**config.mk**
```make
export PLATFORM = sky130hd
export DESIGN_NAME = bullet_wall_probe
export DESIGN_NICKNAME = d
export VERILOG_FILES = /design/src/rtl/bullet_wall_probe.sv
export SDC_FILE = /design/constraint.sdc
export NUM_CORES = 1
export LEC_CHECK = 0
export BUFFER_PORTS_ARGS = -buffer_cell sky130_fd_sc_hd__buf_2
export CAP_MARGIN = 30
export CELL_PAD_IN_SITES_DETAIL_PLACEMENT = 1
export CELL_PAD_IN_SITES_GLOBAL_PLACEMENT = 2
export CORE_UTILIZATION = 25
export DETAILED_ROUTE_END_ITERATION = 12
export PLACE_DENSITY = 0.6
export SLEW_MARGIN = 20
export SYNTH_ARGS = -nofsm -noshare
export SYNTH_HDL_FRONTEND = slang
export SYNTH_SLANG_ARGS = --single-unit
```
**constraint.sdc**
```tcl
create_clock -name Clk -period 4.7 [get_ports Clk]
set_input_delay 0.47 -clock Clk [delete_from_list [all_inputs] [get_ports Clk]]
set_output_delay 0.47 -clock Clk [all_outputs]
set_load 0.01 [all_outputs]
```
**src/rtl/bullet_wall_probe.sv**
```systemverilog
// bullet_wall_probe: per-frame wall probe around the live bullet.
// Reads a 1-bit tile ROM and produces registered X/Y collision flags.
module bullet_wall_probe #(
  parameter int X_MAX      = 639,
  parameter int Y_MAX      = 479,
  parameter int PROBE      = 4,
  parameter int TILE_SHIFT = 4,
  parameter int MAP_W      = 40
) (
  input  logic        Clk,
  input  logic        Reset_n,
  input  logic        frame_tick,
  input  logic        bullet_active,
  input  logic [9:0]  BulletX,
  input  logic [9:0]  BulletY,
  output logic [10:0] map_addr,
  input  logic        map_data,
  output logic        collisionX,
  output logic        collisionY,
  output logic        busy
);

  typedef enum logic [1:0] {
    S_IDLE,
    S_PROBE,
    S_DRAIN,
    S_UPDATE
  } state_t;

  localparam logic [10:0] PRB = 11'(PROBE);
  localparam logic [10:0] XM  = 11'(X_MAX);
  localparam logic [10:0] YM  = 11'(Y_MAX);
  localparam logic [10:0] MW  = 11'(MAP_W);
  localparam bit          W40 = (MAP_W == 40);

  state_t      state_q, state_d;
  logic [1:0]  k_q, k_d;
  logic [9:0]  px_q, px_d;
  logic [9:0]  py_q, py_d;
  logic [3:0]  hit_q, hit_d;
  logic        pv_q, pv_d;
  logic [1:0]  pk_q, pk_d;
  logic        poob_q, poob_d;
  logic        colx_q, colx_d;
  logic        coly_q, coly_d;

  logic [10:0] xs, ys;
  logic [10:0] row, col, rowm, addr;
  logic        oob;

  // probe coordinate and bounds check for the current index
  always_comb begin
    xs  = {1'b0, px_q};
    ys  = {1'b0, py_q};
    oob = 1'b0;
    unique case (k_q)
      2'd0: begin
        xs  = {1'b0, px_q} + PRB;
        oob = xs > XM;
      end
      2'd1: begin
        xs  = {1'b0, px_q} - PRB;
        oob = {1'b0, px_q} < PRB;
      end
      2'd2: begin
        ys  = {1'b0, py_q} + PRB;
        oob = ys > YM;
      end
      2'd3: begin
        ys  = {1'b0, py_q} - PRB;
        oob = {1'b0, py_q} < PRB;
      end
    endcase
  end

  assign row  = ys >> TILE_SHIFT;
  assign col  = xs >> TILE_SHIFT;
  assign rowm = W40 ? ((row << 5) + (row << 3))
                    : (row * MW);
  assign addr = rowm + col;

  assign map_addr = (state_q == S_PROBE && !oob)
                  ? addr : 11'd0;
  assign busy       = (state_q != S_IDLE);
  assign collisionX = colx_q;
  assign collisionY = coly_q;

  // next-state, latch, hit capture and flag update
  always_comb begin
    state_d = state_q;
    k_d     = k_q;
    px_d    = px_q;
    py_d    = py_q;
    hit_d   = hit_q;
    pv_d    = 1'b0;
    pk_d    = k_q;
    poob_d  = oob;
    colx_d  = colx_q;
    coly_d  = coly_q;

    if (pv_q) begin
      hit_d[pk_q] = poob_q | map_data;
    end

    unique case (state_q)
      S_IDLE: begin
        if (frame_tick && bullet_active) begin
          px_d    = BulletX;
          py_d    = BulletY;
          hit_d   = 4'b0;
          k_d     = 2'd0;
          state_d = S_PROBE;
        end else if (frame_tick) begin
          colx_d = 1'b0;
          coly_d = 1'b0;
        end
      end
      S_PROBE: begin
        pv_d = 1'b1;
        k_d  = k_q + 2'd1;
        if (k_q == 2'd3) begin
          state_d = S_DRAIN;
        end
      end
      S_DRAIN: begin
        state_d = S_UPDATE;
      end
      S_UPDATE: begin
        colx_d  = hit_q[0] | hit_q[1];
        coly_d  = hit_q[2] | hit_q[3];
        state_d = S_IDLE;
      end
      default: state_d = S_IDLE;
    endcase
  end

  // state and datapath registers, synchronous active-low reset
  always_ff @(posedge Clk) begin
    if (!Reset_n) begin
      state_q <= S_IDLE;
      k_q     <= 2'd0;
      px_q    <= 10'd0;
      py_q    <= 10'd0;
      hit_q   <= 4'b0;
      pv_q    <= 1'b0;
      pk_q    <= 2'd0;
      poob_q  <= 1'b0;
      colx_q  <= 1'b0;
      coly_q  <= 1'b0;
    end else begin
      state_q <= state_d;
      k_q     <= k_d;
      px_q    <= px_d;
      py_q    <= py_d;
      hit_q   <= hit_d;
      pv_q    <= pv_d;
      pk_q    <= pk_d;
      poob_q  <= poob_d;
      colx_q  <= colx_d;
      coly_q  <= coly_d;
    end
  end

endmodule

```
==> results.ini, run 1 <==
[layout]
final_nets=475
drive_gt1_share_pct=20.8
utilization_pct=30.0
instances_no_fill=570
stdcell_area_um2=3590
synthToLayoutAreaGrowth_pct=17.1
n_antenna_cell=0

[timing]
setup_viol_count_final=0
fmax_ghz=0.221
period_needed_ns=4.52
slew_violations=0
fin_crit_sh_pct=96.3
clock_skew_ns=0.00357
max_slew_margin_pct=42.7
setup_ws_ns=0.175
holdWs_ns=0.436
max_slew.worst_pin.slew_ns=0.857
finalHoldViolations=0

[synthesis]
yosysTopAreaCell=dfxtp_1
synth.ff_latch_count=34
yosysMostFrequentCell=nand2_1
synth_cell_types=65
synth_area_um2=3070
syn_inst=394
syn-num-nets=447
synth.area.top_cells=dfxtp_1 22%, ha_1 10%, nand2_1 7.6%
yosysSeqAreaShare_pct=22.2
yosysWarnings=0
async_flop_share_pct=0
syn_area_per_cell_um2=7.78
ys.flop_type=dfxtp_1
synth_edf_count=0
synth_common_cells=62 x nand2_1, 34 x dfxtp_1, 25 x ha_1, 25 x inv_1, 21 x nor2_1
synth_top_cell_area_share_pct=22.2

[power_and_ir_drop]
seqPwrFrac_pct=31.1
switchingPower_w=0.000477
pwr-share-clk_pct=28.0
p_int_w=0.000718
swShare_pct=39.9
p_per_area_nw_per_um2=333
combPwrFrac_pct=40.9
leakage_nw=1.39
ir_drop_v=0.000162

[placement]
gp_congestion=0.771
place_ws_ns=0.135
portBuffers=38
placed_cell_area_um2=3370
dp_cells=561
dpl.hpwl_um=6810

[outcome]
status=completed

[worst_setup_path]
timing.rr.start=k_q[1]$_SDFFE_PN0P_
required_ns=4.23
path_class=flop to output pin
critPathMaxFanout=9
ff2ff_setup_slack_ns=2.17
reg2reg_depth=8
crit_arrival_ns=4.05
startpoint_type=flop
end_kind=output pin
cp-startpoint=px_q[3]$_SDFFE_PN0P_

[route]
via_per_inst=5.07
drtIter0Drc=98
first_pass_iters=4
drc=0
post_drt_wl_per_cell_um=15.2
vias=2892
ant_nets=0
routed_wl_um=8680

[clock_network]
ctsLongestPathBuffers=2
cts_root_buffer=clkbuf_16
clk-insertion-delay-late_ns=0.28
h-tree-depth=2
clk_pin_slew_ns=0.06
cts_tree=done
cts_buffers=5
clock-sinks=34
hold_buffers=0

[hold_path]
holdCritStartpoint=BulletY[4]
hp-class=input port to flop
hold_path_depth=3

[global_route]
grt_util_all_layers_pct=14.2
grt_overflow_total=0
first_global_vias=2887
grt_pass1_wl_um=14500
antenna_found_initial=0
grt_max_degree=33

[floorplanning]
die_area_um2=12700
die-height_um=113
core_um2=12000
io_pins=39
die_w_um=113
fp-row-count=40
start_util_pct=25.6

[run]
drv_cap=0

==> routing by layer <==
metal | vias up | routed length (um) | GRT usage (%) | share of wire, %
met5 | - | 0 | 0 | 0
met4 | 0 | 106 | 4.71 | 1.2
met3 | 5 | 261 | 2.09 | 3.0
met2 | 37 | 4080 | 24.1 | 47
met1 | 1395 | 4230 | 18.6 | 49
li1 | 1455 | - | - | -
==> worst max-delay path, cell delays in order (launching register included) <==
cell,delay [ns]
dfxtp_1,0.41
or4_4,0.57
nor2_1,0.14
nand3_1,0.12
o211a_1,0.26
fa_1,0.51
fa_1,0.46
nand2b_1,0.24
a21o_1,0.23
a311oi_2,0.28
xor2_1,0.12
a2111oi_2,0.27
buf_2,0.18
==> metrics by stage <==
stage / TNS, ns / total power (W)
floorplan: 0 / 0.000718
global placement: 0 / 0.000860
detailed placement: 0 / 0.000867
CTS: 0 / 0.00121
global route: -0.0234 / 0.00130
finish: 0 / 0.00120
==> what timing repair did <==
action,CTS,global route
setup endpoints to repair,1,2
gates resized for setup,4,12
setup buffers,0,1
==> power groups by stage <==
stage	clock network, W	logic [W]	registers, W
floorplan	0	0.000369	0.000348
global placement	0	0.000484	0.000376
detailed placement	0	0.000490	0.000377
CTS	0.000345	0.000494	0.000371
global route	0.000360	0.000556	0.000380
finish	0.000335	0.000489	0.000372
==> cell usage in the layout (no fill, tap or decap), types with 3 or more instances in the layout <==
| cell | instances |
|---|---|
| o211ai_1 | 6 |
| xor2_1 | 6 |
| nor2_1 | 21 |
| o21ai_0 | 14 |
| and3_1 | 3 |
| nor3b_1 | 6 |
| nor3_1 | 6 |
| buf_4 | 12 |
| buf_2 | 38 |
| fa_1 | 3 |
| nand3b_1 | 6 |
| mux2i_1 | 10 |
| o21ai_1 | 4 |
| nor2b_1 | 5 |
| or2_2 | 3 |
| nand4_1 | 4 |
| o21a_1 | 4 |
| nand2b_1 | 6 |
| or3_1 | 3 |
| a2111oi_2 | 6 |
| ha_1 | 22 |
| dfxtp_1 | 32 |
| nand2_1 | 62 |
| o22ai_1 | 5 |
| a211oi_1 | 7 |
| inv_1 | 25 |
| nand3_1 | 13 |
| clkbuf_16 | 5 |
| a21boi_0 | 20 |
| a21oi_1 | 6 |
| and2_1 | 6 |
==> layout make-up <==
class                   instances  area, um2
repair buffers                 50        280
multi-input cells             305       2190
well taps                     147        184
clock inverters                 2       12.5
clock buffers                   6        139
fillers                      1440       8370
flip-flops and latches         34        683
inverters                      26       98.8
==> flip-flops by register name, summed over array words and instances (netlist names) <==
signal / count
hit_q: 4
collisionX: 1
poob_q: 1
px_q: 10
state_q: 2
pk_q: 2
pv_q: 1
k_q: 2
py_q: 10
collisionY: 1
==> worst paths after layout <==
path / end
min reg2reg: py_q[1]$_SDFFE_PN0P_
max reg2reg: poob_q$_SDFF_PN0_
min: py_q[4]$_SDFFE_PN0P_
max: map_addr[10]
==> kinds of logic (layout without fill, tap and decap cells) <==
| kind of cell | after synthesis | in the layout | share of synthesized area [%] |
|---|---|---|---|
| adder cells (fa/ha/maj) | 28 | 28 | 12.2 |
| buffers and inverters | 55 | 84 | 8.16 |
| flip-flops | 34 | 34 | 22.2 |
| XOR/XNOR | 7 | 7 | 2.00 |
| AO/OA/AOI/OAI | 101 | 101 | 25.7 |
| multiplexers | 10 | 10 | 3.27 |
| AND/OR/NAND/NOR | 159 | 159 | 26.5 |
Power figures use the tool's default switching activity.
==> run 2, diff against run 1 <==
--- a/config.mk
+++ b/config.mk
@@ -7,9 +7,10 @@
 export LEC_CHECK = 0
 export BUFFER_PORTS_ARGS = -buffer_cell sky130_fd_sc_hd__buf_2
 export CAP_MARGIN = 30
-export CELL_PAD_IN_SITES_DETAIL_PLACEMENT = 1
+export CELL_PAD_IN_SITES_DETAIL_PLACEMENT = 0
 export CELL_PAD_IN_SITES_GLOBAL_PLACEMENT = 2
 export CORE_UTILIZATION = 25
+export CTS_CLUSTER_DIAMETER = 60
 export DETAILED_ROUTE_END_ITERATION = 12
 export PLACE_DENSITY = 0.6
 export SLEW_MARGIN = 20
==> run 2 against run 1 <==
Compared with the run above:
- critical endpoint unchanged
- first-iteration DRC count decreased by 13%
- via count decreased by 3.2%
- critical path depth unchanged
==> results.ini, run 2 (synthesis gave the netlist of run 1 again) <==
[outcome]
status=completed

[layout]
multi_input_area_um2=2190
largestRegisters=px_q x10, py_q x10, hit_q x4
utilization_pct=30.3
regArea_um2=684
final_cell_mix=62 x nand2_1, 38 x buf_2, 31 x dfxtp_1
final_nets=474
instances_no_fill=569
final_common_cell=nand2_1
fillers=1293
drive_gt1_share_pct=20.4
n_antenna_cell=0
synthToLayoutAreaGrowth_pct=18.3

[placement]
dp_cells=561
gp_congestion=0.771
portBuffers=38
dpl.hpwl_um=6270
place_ws_ns=0.193

[clock_network]
h-tree-depth=2
clk_pin_slew_ns=0.06
postCtsSetupRepairBufs=0
clock-sinks=34
ctsLongestPathBuffers=2
cts_root_buffer=clkbuf_16
cts_buffers=5
ctsResizeCount=3
hold_buffers=0
clk-insertion-delay-late_ns=0.28
cts_tree=done

[worst_setup_path]
critPathMaxFanout=9
path_class=flop to output pin
slowest_stage=or4_1
ff2ff_setup_slack_ns=2.20
cp_cell_sequence=or4_1 > nor2_1 > nand3_1 > o211a_1 > fa_1 > fa_1 > nand2b_1 > a2111oi_4 > a311oi_2 > xor2_1 > a2111oi_2 > buf_2
reg2reg_depth=8
crit_arrival_ns=3.99
r2r_end=poob_q$_SDFF_PN0_
cp_num_buf_inv=1
critical_path.most_common_cell=fa_1
cp.depth=12
cp_top_family=simple AND/OR/NAND/NOR gates
end_kind=output pin
timing.rr.start=k_q[1]$_SDFFE_PN0P_
critPathMaxStageDelay_ns=0.57
cp-startpoint=px_q[3]$_SDFFE_PN0P_
startpoint_type=flop
required_ns=4.23

[floorplanning]
die_area_um2=12700
core_um2=12000
start_util_pct=25.6
fp-row-count=40
io_pins=39
die-height_um=113
die_w_um=113

[global_route]
grt_util_all_layers_pct=13.0
first_global_vias=2610
antenna_found_initial=0
grt_pass1_wl_um=13100
grt_overflow_total=0
grt_max_degree=33

[timing]
rsz0062_at_grt=no
fmax_ghz=0.224
fin_crit_sh_pct=94.8
finalHoldViolations=0
setup_ws_ns=0.244
max_slew.worst_pin.slew_ns=0.906
setup_viol_count_final=0
slew_violations=0
fin_setup_tns_ns=0
clock_skew_ns=0.00638
max_slew_margin_pct=39.5
period_needed_ns=4.46

[route]
first_pass_iters=4
via_per_inst=4.92
post_drt_wl_per_cell_um=14.0
ant_nets=0
drc=0
drtIter0Drc=85
vias=2800
routed_wl_um=7940

[hold_path]
hold_path_depth=3
holdCritStartpoint=BulletY[4]
hp-class=input port to flop
min_to=py_q[4]$_SDFFE_PN0P_

[run]
drv_cap=0

[power_and_ir_drop]
combPwrFrac_pct=37.3
p_per_area_nw_per_um2=354
pwr-share-clk_pct=33.7
p_int_w=0.000809
ir_drop_v=0.000194
seqPwrFrac_pct=29.0
leakage_nw=1.41
swShare_pct=36.9
switchingPower_w=0.000474

## run 2: worst max path at each step
stage	end	slack, ns
after floorplan	map_addr[10]	0.63
after global placement	map_addr[10]	0.33
after detailed placement	map_addr[10]	0.19
after CTS	map_addr[10]	0.02
after global routing	map_addr[10]	0.05
final	map_addr[10]	0.24
## run 2: final cells by class
class / instances / share of cell area (%)
clock buffer: 5 / 3.45
clock inverter: 3 / 1.90
inverter: 26 / 2.73
multi-input combinational: 305 / 60.5
sequential: 34 / 18.9
tap: 147 / 5.07
timing repair buffer: 49 / 7.52
## run 2: power groups by stage
stage / Combinational, W / Sequential (W) / Clock (W)
finish: 0.000478 / 0.000372 / 0.000433
global route: 0.000543 / 0.000379 / 0.000454
CTS: 0.000484 / 0.000370 / 0.000445
detailed placement: 0.000481 / 0.000376 / 0
global placement: 0.000484 / 0.000376 / 0
floorplan: 0.000369 / 0.000348 / 0
## run 2: per-stage QoR
stage                     total power, W  instance area [um2]  hold WS [ns]
after floorplan                 0.000718                 3070         0.439
after global placement          0.000860                 3360         0.452
after detailed placement        0.000856                 3370         0.461
after CTS                        0.00130                 3570         0.427
after global routing             0.00138                 3630         0.437
final                            0.00128                 3630         0.431
## run 2: routing by layer
| metal | global-route usage (%) | wire length (um) | vias up |
|---|---|---|---|
| met4 | 5.07 | 122 | 0 |
| met1 | 17.3 | 4130 | 1299 |
| met2 | 21.3 | 3490 | 32 |
| met5 | 0 | 0 | - |
| met3 | 1.66 | 194 | 7 |
| li1 | - | - | 1462 |
## run 2: worst register-to-register path, cell delays in order, from the launching register on
cell and delay (ns):
dfxtp_2 0.36, inv_1 0.10, ha_1 0.28, buf_4 0.20, or3b_2 0.44, nor4_1 0.29, and3b_1 0.24, o211ai_2 0.28
a22o_1 0.25
